**src/rtl/mem_arbiter.sv**
```systemverilog
// rtl/mem_arbiter.sv - round-robin arbiter sharing one memory port between fetch and data requesters
module mem_arbiter #(
  parameter int MEM_LAT = 1
) (
  input  logic        clk,
  input  logic        rst,
  input  logic        i_req,
  input  logic [31:0] i_addr,
  output logic        i_ack,
  output logic [31:0] i_rdata,
  input  logic        d_req,
  input  logic        d_we,
  input  logic [31:0] d_addr,
  input  logic [31:0] d_wdata,
  input  logic [3:0]  d_be,
  output logic        d_ack,
  output logic [31:0] d_rdata,
  output logic        mem_en,
  output logic        mem_we,
  output logic [31:0] mem_addr,
  output logic [31:0] mem_wdata,
  output logic [3:0]  mem_be,
  input  logic [31:0] mem_rdata,
  output logic        busy
);

  typedef enum logic [1:0] {IDLE, ACCESS, RESP} state_t;

  localparam logic [3:0] LAT = 4'(MEM_LAT);

  state_t      state;
  state_t      state_nxt;
  logic        last_grant;  // 1 = data port was granted last
  logic        gnt_d_r;
  logic [3:0]  cnt;
  logic [31:0] addr_r;
  logic [31:0] wdata_r;
  logic        we_r;
  logic [3:0]  be_r;
  logic [31:0] i_rdata_r;
  logic [31:0] d_rdata_r;
  logic        grant_d;
  logic        start;
  logic        done;

  // Data wins when alone, or on a tie when fetch was served last.
  assign grant_d = d_req && (!i_req || !last_grant);
  assign start   = (state == IDLE) && (i_req || d_req);
  assign done    = (state == ACCESS) && (cnt == LAT);

  always_comb begin
    state_nxt = state;
    case (state)
      IDLE:    if (start) state_nxt = ACCESS;
      ACCESS:  if (done)  state_nxt = RESP;
      RESP:    state_nxt = IDLE;
      default: state_nxt = IDLE;
    endcase
  end

  always_ff @(posedge clk or posedge rst) begin
    if (rst) begin
      state      <= IDLE;
      last_grant <= 1'b0;
      gnt_d_r    <= 1'b0;
      cnt        <= 4'd0;
      addr_r     <= 32'd0;
      wdata_r    <= 32'd0;
      we_r       <= 1'b0;
      be_r       <= 4'd0;
      i_rdata_r  <= 32'd0;
      d_rdata_r  <= 32'd0;
    end else begin
      state <= state_nxt;
      if (start) begin
        gnt_d_r    <= grant_d;
        last_grant <= grant_d;
        cnt        <= 4'd0;
        addr_r     <= grant_d ? d_addr : i_addr;
        wdata_r    <= grant_d ? d_wdata : 32'd0;
        we_r       <= grant_d && d_we;
        be_r       <= grant_d ? d_be : 4'b1111;
      end
      if (state == ACCESS && !done)
        cnt <= cnt + 4'd1;
      if (done) begin
        if (!gnt_d_r)
          i_rdata_r <= mem_rdata;
        else if (!we_r)
          d_rdata_r <= mem_rdata;
      end
    end
  end

  assign mem_en    = (state == ACCESS) && (cnt == 4'd0);
  assign mem_we    = mem_en && we_r;
  assign mem_be    = mem_en ? be_r : 4'd0;
  assign mem_addr  = addr_r;
  assign mem_wdata = wdata_r;
  assign i_ack     = (state == RESP) && !gnt_d_r;
  assign d_ack     = (state == RESP) && gnt_d_r;
  assign i_rdata   = i_rdata_r;
  assign d_rdata   = d_rdata_r;
  assign busy      = (state != IDLE);

endmodule

```
**config.mk**
```make
export PLATFORM = sky130hd
export DESIGN_NAME = mem_arbiter
export DESIGN_NICKNAME = d
export VERILOG_FILES = /design/src/rtl/mem_arbiter.sv
export SDC_FILE = /design/constraint.sdc
export NUM_CORES = 1
export LEC_CHECK = 0
export BUFFER_PORTS_ARGS = -buffer_cell sky130_fd_sc_hd__buf_2
export CELL_PAD_IN_SITES_DETAIL_PLACEMENT = 1
export CELL_PAD_IN_SITES_GLOBAL_PLACEMENT = 2
export CORE_AREA = 8 8 156 158
export CTS_CLUSTER_DIAMETER = 40
export DETAILED_ROUTE_END_ITERATION = 12
export DIE_AREA = 0 0 164 166
export PLACE_DENSITY = 0.79
export SETUP_SLACK_MARGIN = 0.5
export SLEW_MARGIN = 20
export SYNTH_ARGS = -nofsm -noshare
export SYNTH_HDL_FRONTEND = slang
export SYNTH_SLANG_ARGS = --single-unit
```
**constraint.sdc**
```tcl
create_clock -name clk -period 4.7 [get_ports clk]
set_input_delay 1.175 -clock clk [delete_from_list [all_inputs] [get_ports clk]]
set_output_delay 1.175 -clock clk [all_outputs]
set_load 0.02 [all_outputs]
```
**Word level (Yosys, flattened, before mapping)**

Index checks and enable logic that the tools add are counted.

- Logic and storage cells: 47
- Output and inout bits: 137
- Input port bits: 137
- Flip-flop bits (word level): 140

- Bitwise operators: 2
- Add/subtract/negate cells: 1
- Eq/ne operators: 5
- Reductions and logical operators: 21
- Mux-type cells: 9

Operator list:

| kind | count |
|---|---|
| 2-to-1 mux 32 bit | 2 |
| 2-to-1 mux 4 bit | 4 |
| logical AND 1 bit | 9 |
| adder 4 x 1 -> 4 bit, second input constant | 1 |
| == test 4 x 1 -> 1 bit, second input constant | 1 |
| zero test 4 bit | 1 |
| 2-to-1 mux 2 bit | 2 |
| inequality test 2 bit, second input constant | 2 |
| case mux 2 bit (2 select lines) | 1 |
| AND reduction 2 bit | 2 |
| nonzero test 2 bit | 2 |
| zero test 1 bit | 3 |
| AND reduction 3 bit | 1 |
| == test 2 x 1 -> 1 bit, second input constant | 1 |
| == test 2 bit, second input constant | 1 |
| zero test 2 bit | 1 |
| logical OR 1 bit | 2 |
| NOT 1 bit | 2 |

**Depth between registers and ports, before layout**

- Depth in word-level cells: 5
- Depth in mapped cells: 8
- Gate-level depth less buffers: 5

**Worst setup path before layout**

No wires, ideal clock.

- Kind: register to output
- Start point: register state[1]
- End point: output port mem_be[0]
- Slack: 1.590 ns
- Required time: 3.525 ns
- Path buffers: 0
- Data arrival time: 1.935 ns
- Stages on the path, launching flop included: 4
- Cells stage by stage: dfrtp_1 > nand2b_1 > nor4b_1 > and2_1

- Word-level cells in the longest chain between the ends: 3

Ends and longest elaborated chain:

| element | line | source |
|---|---|---|
| from (decl) | 31 | `state_t state;` |
| from (signal assigned) | 74 | `state <= state_nxt;` |
| == test 2 x 1 -> 1 bit | 95 | `assign mem_en = (state == ACCESS) && (cnt == 4'd0);` |
| logical AND 1 bit | 95 |  |
| net mem_en | 18 | `output logic mem_en,` |
| 2-to-1 mux 4 bit | 97 | `assign mem_be = mem_en ? be_r : 4'd0;` |
| to (decl) | 22 | `output logic [3:0] mem_be,` |

The timed path passes the listed nets, and every way through them passes these cells.

**Worst setup path after layout**

- Start point: register state[1]
- End point: output port mem_be[2]

- Word-level cells in the longest chain between the ends: 3

Ends and longest elaborated chain:

| element | line |
|---|---|
| == test 2 x 1 -> 1 bit | 95 |
| logical AND 1 bit | 95 |
| 2-to-1 mux 4 bit | 97 |

No other way between the ends.

==> impl_results.md <==
- Status: finished clean
- Hold buffer count at CTS: 0
- P_leak: approximately 4 nW
- Worst-margin pin slew: just over 0.9 ns
- CTS tree: built
- Synth-to-Final Area Change: 38.68%
- Global route overflow: 0
- Vias: approximately 4,200
- N_diodes: 0
- Seq/Total Area, Yosys: about three fifths
- Final WS setup: ~1.2 ns
- Wire per inst: between 15 and 20 µm
- Bufs on Longest Clock Path: 2
- P_sw: 2.442 mW
- Die area: 0.02722 mm²
- Slew HR: between 30% and 40%
- Setup crit start: state[1]$_DFFE_PP0P_
- Setup crit end: mem_be[2]
- Fin crit period: about 3.5 ns
- Share of flip-flops with an asynchronous set or reset: 100.0%
- Initial antenna violation count: 1
- CP delay by family, top: simple AND/OR/NAND/NOR gates
- Die Height: ~170 µm
- Reg power frac: 33.7%
- Mapped Nets: roughly 510
- IO Count: approximately 270
- Worst Path Required: 3.52 ns
- Clock group share of total power: between 20% and 30%
- Setup TNS: 0 ns
- Int Power: between 3 and 4 mW
- Area contributors post-synth: dfrtp_1 60%, mux2_2 19%, mux2_4 7.7%
- Met2 usage: 22.05%
- RR Startpoint: cnt[1]$_DFFE_PP0P_
- HP Class: flip-flop to flip-flop
- Startpoint Class: flip-flop
- Number of port buffers: roughly 270
- H-tree levels: 4
- Share of cells above drive strength 1: about two thirds
- Multi-input gate area: 0.002163 mm²
- WHS: 0.4836 ns
- Post CTS Setup Buffer Count: 0
- Global placer's final weighted congestion: just under 0.8
- Clk sinks: 140
- P per Cell Area: between 700 and 800 mW/mm²
- Gr busiest metal: met2
- # setup viols final: 0
- Final WL: about 18,000 µm
- Post-Place Setup Slack: 1.572 ns
- Total chip power: roughly 6.3 mW
- Cells along the critical path: nand2b_1 -> nor4b_1 -> and2_1 -> buf_2
- Final Hold Fails: 0
- Met3 track demand over resource: around 5.6%
- Core area: about 0.022 mm²
- Via density: around 4.4
- Primary FF master, synth: dfrtp_1
- Crit end category: primary output
- F_max: a little under 300 MHz
- Nets: 784
- GRT Total Usage: a little over an eighth
- Routed Antenna Nets: 0
- DR iter-0 viols: around 140
- # Max-Cap Violations: 0
- Fillers: 2,390
- Area fraction of the dominant cell type after synthesis: approximately three fifths
- FF-to-FF path depth: 5
- CP arrival: around 2.3 ns
- Ratio of final minimum period to clock period: about three quarters
- Slowest CP cell: nor4b_1
- Initial cell density of the core: a little over a quarter
- Root buf cell: clkbuf_16
- Synth area leader: dfrtp_1
- CP Depth: 4
- Max VDD drop: roughly 0.33 mV
- Post-synth EDFFs: 0
- Clk_lat worst skew: about 0.41 ns
- Sw Ratio: about two fifths
- Synth cell count leaders: 140 x dfrtp_1, 96 x mux2_2, 33 x a22o_1
- Post-route DRC violation count: 0
- GR Util met1: 14.77%
- Yosys warns: 0
- Post-cts resize count: 0
- Skew final: 0.008596 ns
- Most frequent cell after synthesis: dfrtp_1
- Critical Path Max Stage Delay: roughly 0.80 ns
- Cell Area, Synth: roughly 0.0058 mm²
- Largest net degree at the start of global routing: 81
- Post-synth cell types: 36
- Reg-to-Reg End: d_rdata[9]$_DFFE_PP0P_
- Post-synthesis area per instance: approximately 16 µm²
- Die width: about 160 µm
- Number of buffers created by CTS: 17
- Clk slew on worst S/H paths: ~0.060 ns
- Vias in the first global route: between 5,000 and 6,000
- Count of mapped cells out of synthesis: roughly 370
- RSZ-0062 raised after global routing: no
- Std cell rows: between 50 and 60
- Wire length of the first global-routing pass: around 28,000 µm
- Reg-to-reg setup timing slack: 2.13 ns
- CP max FO: 6
- Sequential cell area: roughly 0.0035 mm²
- First-pass DRT Iterations: 4
- Combinational power share: between 40% and 50%
- Crit Path Category: flip-flop to primary output
- DPL Wire Length: around 13,000 µm
- Buf/Inv on CP: 1
- Number of synthesized register bits: 140
- Count of pins over their slew limit: 0
worst reg2reg max path, delay by kind of cell, from the launching register on:
family | cells | cell delay [ns]
mux | 1 | 0.42
simple gates | 2 | 1.33
buf+inv | 1 | 0.12
flops | 1 | 0.40
fa+ha+maj | 1 | 0.17
cells by family (layout without fill, tap and decap cells):
| group | count (synthesis) | count (layout) | share of synthesized area [%] |
|---|---|---|---|
| XOR/XNOR | 1 | 1 | 0.1504 |
| AO/OA/AOI/OAI | 44 | 44 | 6.486 |
| AND/OR/NAND/NOR | 28 | 28 | 3.007 |
| buffers and inverters | 28 | 313 | 2.900 |
| adder cells (fa/ha/maj) | 3 | 3 | 0.6444 |
| flip-flops | 140 | 140 | 60.14 |
| multiplexers | 128 | 128 | 26.68 |
registers in the layout (all words and copies together), names as in the netlist:
name and cells:
be_r 4, cnt 4, d_rdata 32, gnt_d_r 1, i_rdata 32, mem_addr 32
mem_wdata 32, state 2, we_r 1
power by group through the flow:
stage                     clock network (mW)  registers [mW]  logic (mW)
final                                   1.40            2.13        2.78
after global routing                    1.50            2.21        3.00
after CTS                               1.46            2.13        2.82
after detailed placement                   0            2.14        2.82
after global placement                     0            2.11        2.74
after floorplan                            0            2.75        1.22
placed cells by master (no fill, tap or decap), drive strengths merged, types with 2 or more instances in the layout:
cell type / count
a22o: 33
and2: 6
buf: 278
bufinv: 3
clkbuf: 18
clkinv: 2
clkinvlp: 4
dfrtp: 140
ha: 3
inv: 8
mux2: 128
nand3: 3
nor2: 4
nor2b: 2
o22a: 4
or2: 3
through the flow:
step | area, µm² | cells | utilization, %
4_1_cts | 8048 | 941 | 36.43
5_1_grt | 8079 | 942 | 36.57
2_1_floorplan | 5829 | 372 | -
3_3_place_gp | 7435 | 909 | 33.66
6_report | 8079 | 942 | 36.57
3_5_place_dp | 7435 | 909 | 33.66
how the worst min path moves through the flow:
stage          slack (ns)  depth (start not counted)                      end                     from
2_1_floorplan        0.45                          1      be_r[0]$_DFFE_PP0P_      be_r[0]$_DFFE_PP0P_
3_3_place_gp         0.47                          1  i_rdata[28]$_DFFE_PP0P_  i_rdata[28]$_DFFE_PP0P_
3_5_place_dp         0.48                          1      be_r[3]$_DFFE_PP0P_      be_r[3]$_DFFE_PP0P_
4_1_cts              0.49                          1      be_r[3]$_DFFE_PP0P_      be_r[3]$_DFFE_PP0P_
5_1_grt              0.50                          1      be_r[1]$_DFFE_PP0P_      be_r[1]$_DFFE_PP0P_
6_report             0.48                          1      be_r[1]$_DFFE_PP0P_      be_r[1]$_DFFE_PP0P_
routing by layer:
layer  vias up  part of all wire (%)
li1       1898                     -
met1      2097                    41
met2       177                    49
met3        13                   9.2
met4         2                   1.2
met5         -                 0.074
cell type report:
class | instances | share of cell area [%]
inverters | 3 | 0.1858
well taps | 285 | 4.414
clock buffers | 18 | 5.312
repair buffers | 278 | 17.67
flip-flops and latches | 140 | 43.36
clock inverters | 14 | 2.277
multi-input cells | 204 | 26.78
Power figures use the tool's default switching activity.
